`config.mk`:
```
export PLATFORM = sky130hd
export DESIGN_NAME = alu_exec_unit
export DESIGN_NICKNAME = d
export VERILOG_FILES = /design/src/rtl/alu_exec_unit.sv
export SDC_FILE = /design/constraint.sdc
export NUM_CORES = 1
export LEC_CHECK = 0
export BUFFER_PORTS_ARGS = -buffer_cell sky130_fd_sc_hd__buf_2
export CORE_ASPECT_RATIO = 0.5
export CORE_UTILIZATION = 40
export DETAILED_ROUTE_END_ITERATION = 16
export PLACE_DENSITY_LB_ADDON = 0.15
export SYNTH_ARGS = -nofsm -noshare
export SYNTH_HDL_FRONTEND = slang
export SYNTH_SLANG_ARGS = --single-unit
```
`constraint.sdc`:
```
create_clock -name clk -period 8.5 [get_ports clk]
set_input_delay 0.425 -clock clk [delete_from_list [all_inputs] [get_ports clk]]
set_output_delay 0.425 -clock clk [all_outputs]
set_load 0.01 [all_outputs]
```
`src/rtl/alu_exec_unit.sv`:
```
// alu_exec_unit -- EX-stage execute unit: registered ALU_OP/funct decode,
// single-cycle integer ops, and an iterative multiply/divide engine that
// owns the HI/LO registers.
//
// Ports
//   clk, rst        : rising-edge clock, synchronous active-high reset
//   In_Valid        : op present; accepted only while the engine is idle
//   ALU_OP          : 00 add, 01 sub, 10 decode Function_Field, 11 illegal
//   Function_Field  : R-type funct
//   Operand_A/B     : rs/rt, dividend/divisor, multiplicand/multiplier
//   Result, Zero    : registered result and (Result == 0)
//   Out_Valid       : one-cycle pulse qualifying Result/Zero/Error
//   Busy            : multiply/divide in flight (stall request upstream)
//   Error           : illegal ALU_OP/funct
//
// Build option: define ALU_SIGNED_MD_EN to add signed mult (011000) and
// div (011010). They run on operand magnitudes through the same engine and
// get their signs fixed on the final step.
module alu_exec_unit #(
  parameter  int WIDTH = 32,
  localparam int CNT_W = $clog2(WIDTH) + 1
) (
  input  logic             clk,
  input  logic             rst,
  input  logic             In_Valid,
  input  logic [1:0]       ALU_OP,
  input  logic [5:0]       Function_Field,
  input  logic [WIDTH-1:0] Operand_A,
  input  logic [WIDTH-1:0] Operand_B,
  output logic [WIDTH-1:0] Result,
  output logic             Zero,
  output logic             Out_Valid,
  output logic             Busy,
  output logic             Error
);

  typedef enum logic [1:0] {S_IDLE, S_MUL, S_DIV} state_t;
  state_t state, state_nxt;

  // hi_q/lo_q double as the iteration working registers; HI/LO are only
  // observable (mfhi/mflo) while idle, so nothing sees the partial values.
  logic [WIDTH-1:0] hi_q, lo_q, md_q;
  logic [CNT_W-1:0] cnt;
  logic             last;

  logic [WIDTH-1:0] dec_res;
  logic             dec_err, dec_mul, dec_div;
  logic [WIDTH-1:0] ld_a, ld_b;

  logic [WIDTH:0]   mul_sum, div_sh, div_diff;
  logic [WIDTH-1:0] step_hi, step_lo, fin_hi, fin_lo;

`ifdef ALU_SIGNED_MD_EN
  logic dec_sgn, sgn_q, neg_q, neg_r;
`endif

  assign Busy = (state != S_IDLE);
  assign last = (cnt == CNT_W'(1));

  // ---------------- decode ----------------
  always_comb begin
    dec_res = '0;
    dec_err = 1'b0;
    dec_mul = 1'b0;
    dec_div = 1'b0;
`ifdef ALU_SIGNED_MD_EN
    dec_sgn = 1'b0;
`endif
    case (ALU_OP)
      2'b00: dec_res = Operand_A + Operand_B;
      2'b01: dec_res = Operand_A - Operand_B;
      2'b10: begin
        case (Function_Field)
          6'b100000: dec_res = Operand_A + Operand_B;
          6'b100010: dec_res = Operand_A - Operand_B;
          6'b100100: dec_res = Operand_A & Operand_B;
          6'b100101: dec_res = Operand_A | Operand_B;
          6'b100111: dec_res = ~(Operand_A | Operand_B);
          6'b101010: dec_res = {{(WIDTH-1){1'b0}}, ($signed(Operand_A) < $signed(Operand_B))};
          6'b010000: dec_res = hi_q;
          6'b010010: dec_res = lo_q;
          6'b011001: dec_mul = 1'b1;
          6'b011011: dec_div = 1'b1;
`ifdef ALU_SIGNED_MD_EN
          6'b011000: begin dec_mul = 1'b1; dec_sgn = 1'b1; end
          6'b011010: begin dec_div = 1'b1; dec_sgn = 1'b1; end
`endif
          default:   dec_err = 1'b1;
        endcase
      end
      default: dec_err = 1'b1;
    endcase
  end

`ifdef ALU_SIGNED_MD_EN
  assign ld_a = (dec_sgn && Operand_A[WIDTH-1]) ? -Operand_A : Operand_A;
  assign ld_b = (dec_sgn && Operand_B[WIDTH-1]) ? -Operand_B : Operand_B;
`else
  assign ld_a = Operand_A;
  assign ld_b = Operand_B;
`endif

  // ---------------- one iteration step ----------------
  // multiply: {hi,lo} shift-add, multiplier consumed from lo[0]
  // divide:   restoring; remainder in hi, dividend shifts out of lo while
  //           quotient bits shift in. Divisor 0 yields all-ones / dividend.
  assign mul_sum  = {1'b0, hi_q} + (lo_q[0] ? {1'b0, md_q} : '0);
  assign div_sh   = {hi_q, lo_q[WIDTH-1]};
  assign div_diff = div_sh - {1'b0, md_q};

  always_comb begin
    if (state == S_MUL) begin
      {step_hi, step_lo} = {mul_sum, lo_q[WIDTH-1:1]};
    end else begin
      step_hi = div_diff[WIDTH] ? div_sh[WIDTH-1:0] : div_diff[WIDTH-1:0];
      step_lo = {lo_q[WIDTH-2:0], ~div_diff[WIDTH]};
    end
    fin_hi = step_hi;
    fin_lo = step_lo;
`ifdef ALU_SIGNED_MD_EN
    if (sgn_q) begin
      if (state == S_MUL) begin
        if (neg_q) {fin_hi, fin_lo} = -{step_hi, step_lo};
      end else begin
        // divide-by-zero keeps the all-ones quotient unsigned-looking
        if (neg_q && md_q != '0) fin_lo = -step_lo;
        if (neg_r)               fin_hi = -step_hi;
      end
    end
`endif
  end

  // ---------------- FSM ----------------
  always_ff @(posedge clk) begin
    if (rst) state <= S_IDLE;
    else     state <= state_nxt;
  end

  always_comb begin
    state_nxt = state;
    case (state)
      S_IDLE: begin
        if (In_Valid && dec_mul)      state_nxt = S_MUL;
        else if (In_Valid && dec_div) state_nxt = S_DIV;
      end
      S_MUL, S_DIV: if (last) state_nxt = S_IDLE;
      default: state_nxt = S_IDLE;
    endcase
  end

  // ---------------- datapath / outputs ----------------
  always_ff @(posedge clk) begin
    if (rst) begin
      Result    <= '0;
      Zero      <= 1'b1;
      Out_Valid <= 1'b0;
      Error     <= 1'b0;
      hi_q      <= '0;
      lo_q      <= '0;
      md_q      <= '0;
      cnt       <= '0;
`ifdef ALU_SIGNED_MD_EN
      sgn_q     <= 1'b0;
      neg_q     <= 1'b0;
      neg_r     <= 1'b0;
`endif
    end else begin
      Out_Valid <= 1'b0;
      if (state == S_IDLE) begin
        if (In_Valid) begin
          if (dec_mul || dec_div) begin
            cnt  <= CNT_W'(WIDTH);
            hi_q <= '0;
            lo_q <= dec_mul ? ld_b : ld_a;
            md_q <= dec_mul ? ld_a : ld_b;
`ifdef ALU_SIGNED_MD_EN
            sgn_q <= dec_sgn;
            neg_q <= Operand_A[WIDTH-1] ^ Operand_B[WIDTH-1];
            neg_r <= Operand_A[WIDTH-1];
`endif
          end else begin
            Out_Valid <= 1'b1;
            Result    <= dec_res;
            Zero      <= (dec_res == '0);
            Error     <= dec_err;
          end
        end
      end else begin
        cnt <= cnt - CNT_W'(1);
        if (last) begin
          hi_q      <= fin_hi;
          lo_q      <= fin_lo;
          Out_Valid <= 1'b1;
          Result    <= fin_lo;
          Zero      <= (fin_lo == '0);
          Error     <= 1'b0;
        end else begin
          hi_q <= step_hi;
          lo_q <= step_lo;
        end
      end
    end
  end

endmodule

```
==> metrics <==
status complete, no violations; PwrDens 133 mW/mm^2; largest net degree at the start of global routing 78; die area 0.0431 sq mm; initial antenna violation count 4; Worst Tran Pin Value 1.08 ns; clk sink count 139; HPWL after DPL 55.2 mm; Placed Instance Area 0.0179 sq mm; worst rel slew slack 0.268; post-route cell area 0.0186 sq mm; Post-Syn Nets 2,635; Reg clk slew, reported paths 0.06 ns; share of post-route cells with drive strength above 1 0.0963; simple-gate share of the synthesized area 0.202; largest family of logic cells by synthesized area compound AO/OA/AOI/OAI gates; final wirelength 72.2 mm; # setup viols final 0; Synth Cell Area 0.0169 sq mm; starting density of the core 0.412; Power, Total 2.47 mW; Period Utilization, post-route 0.567; Skew-Pair Late Insertion Delay 0.45 ns; Multi-input gate area 0.0130 sq mm; register area share after synthesis 0.165; Max Cap Viol 0; CP startpoint kind primary input; GRT Residual Overflow 0; Leak 7.83 nW; CTS Hold Bufs 0; final hold violations 0; reg-to-reg startpoint lo_q[31]$_SDFFE_PP0P_; Fin Setup TNS 0 ns; worst hold margin 0.410 ns; vias 18,600; Die X 293 microns; post-synthesis compound-gate area fraction 0.331; DR WL/cell 24.2 microns; Worst Hold Launch rst; first-pass detailed-route iteration total 5; Post-synth ARST share 0; Clock Skew 0.0108 ns; FP Rows 52; Setup WS post-layout 3.68 ns; Ports 111; Tot GR Track Use 0.330; count of cell types in the netlist 97; antenna-violating nets left 0; CTS Buf Count 17; Core ar. 0.0411 sq mm; TritonCTS clock tree done; CP Launch Point Operand_A[0]; register bit total from synthesis 139; Post-CTS Repair Setup Buffers 0; worst-path fanout max 4; area grow syn2layout 9.85%; crit end category flop; Port Buffers 110; clk root buf clkbuf_16; Post-Synthesis Cells 2,375; CTS resizes 0; Sequential Area 0.00278 sq mm; RSZ-0062 raised after global routing false; Vias/cell 6.26; Die Height 147 microns; peak supply drop 0.106 mV; number of synthesized flops with an enable pin 0; CP arrival 5.20 ns; CTS H-tree depth 4; Post-synth top flop dfxtp_1; Max Clock Freq 207 MHz; dpl ws 3.39 ns; GP Congestion 0.982; Adder-Cell Fraction of Synth Area 0.139; max-slew violations 0; vias in the first global route 17,100; # nets final 2,655; Yosys Warn Count 0; Worst Hold Class in -> reg; clk buf depth 2; DRC errors left 0; Synth Area in XOR/XNOR 0.0518; Fill cells 4,299; Crit path required time 8.88 ns; CP Class in -> reg; Mean Syn Cell Area 7.11 sq um; Tmin final 4.82 ns; Initial DRC Count 2,048; first-pass GRT wire length 108 mm; mux cell area share after synthesis 0.0387
==> per-layer routing <==
metal	global-route usage	up-vias	wire [microns]
met4	0.0982	0	2290
met2	0.483	892	29200
met3	0.0623	133	6990
met1	0.484	8951	33700
li1	-	8664	-
met5	0	-	0
==> placed cells by master (no fill, tap or decap), drive strengths merged, types with 21 or more instances in the layout <==
cell type	netlist	routed
and2	47	47
nand3	30	30
o21a	26	26
o21bai	21	21
a22oi	52	52
a21oi	280	280
nor2	243	243
clkbuf	112	21
xnor2	85	85
buf	27	140
a21o	31	31
nor3	48	48
a211oi	27	27
ha	181	181
mux2i	62	62
nand2	227	227
o31ai	26	26
a31oi	22	22
dfxtp	139	139
nand4	26	26
o21ai	147	147
a221oi	41	41
a22o	29	29
nor4	21	21
inv	162	162
nor2b	21	21
==> per-stage QoR <==
step            util  cells
6_report       0.452   2978
4_1_cts        0.452   2975
3_3_place_gp   0.435   2943
3_5_place_dp   0.435   2943
2_1_floorplan      -   2375
5_1_grt        0.452   2977
==> critical path: stages <==
cell and delay, ns:
buf_2 0.12, inv_1 0.07, ha_1 0.24, fa_1 0.42, o21bai_1 0.30, a2111oi_0 0.24, nor3b_1 0.61, o21ai_0 0.32
a21boi_0 0.38, o21ai_0 0.15, a21oi_1 0.44, nand4_1 0.14, or4_2 0.69, or4_1 0.51, o21ai_1 0.14
==> area by class of cell <==
type                            instances  area share
Antenna cell                            3    0.000405
Clock buffer                           21      0.0243
Clock inverter                         11      0.0129
Inverter                              163      0.0332
Multi-Input combinational cell       1934       0.699
Sequential cell                       139       0.150
Tap cell                              567      0.0382
Timing Repair Buffer                  140      0.0419
==> final timing paths <==
path | to | slack, ns | cells past startpoint
setup / recovery | Zero$_SDFFE_PP1P_ | 3.68 | 15
hold / removal | md_q[29]$_SDFFE_PP0P_ | 0.41 | 2
setup reg to reg | Result[0]$_SDFFE_PP0P_ | 3.95 | 16
hold reg to reg | Result[17]$_SDFFE_PP0P_ | 0.45 | 2
==> state kept, by name, indices dropped and copies added, names as in the netlist <==
signal,flops
Error,1
Out_Valid,1
Result,32
Zero,1
cnt,6
hi_q,32
lo_q,32
md_q,32
state,2
==> logic make-up after synthesis <==
kind of cell / Yosys count
AOI/OAI and AO/OA: 849
and+or+nand+nor: 735
buffers and inverters: 302
adders and majority gates: 185
muxes: 65
xor gates and xnor gates: 100
DFF: 139
==> where the power goes <==
part | internal [mW] | switching (mW)
Sequential | 0.673 | 0.0224
Combinational | 0.300 | 0.567
Clock | 0.588 | 0.319
==> synthesized netlist by cell type (all sizes together) (17+ instances only) <==
master  instances  area share
nand2         227       0.050
a21o           31       0.014
and2           47       0.017
a221oi         41       0.021
mux2i          62       0.037
nor3           48       0.014
o21ai         147       0.044
ha            181        0.13
nand3          30      0.0089
a21oi         280       0.084
o21bai         21      0.0093
a22oi          52       0.023
nand2b         17      0.0063
nor2b          21      0.0078
a211oi         27       0.012
o21a           26       0.012
xnor2          85       0.044
o31ai          26       0.013
buf            27       0.010
inv           162       0.036
nor4           21      0.0081
a22o           29       0.015
clkbuf        112       0.027
a31oi          22      0.0085
dfxtp         139        0.16
nor2          243       0.054
nand4          26      0.0096
o211ai         20      0.0089
Note: power is estimated with default switching activity, not from simulation.
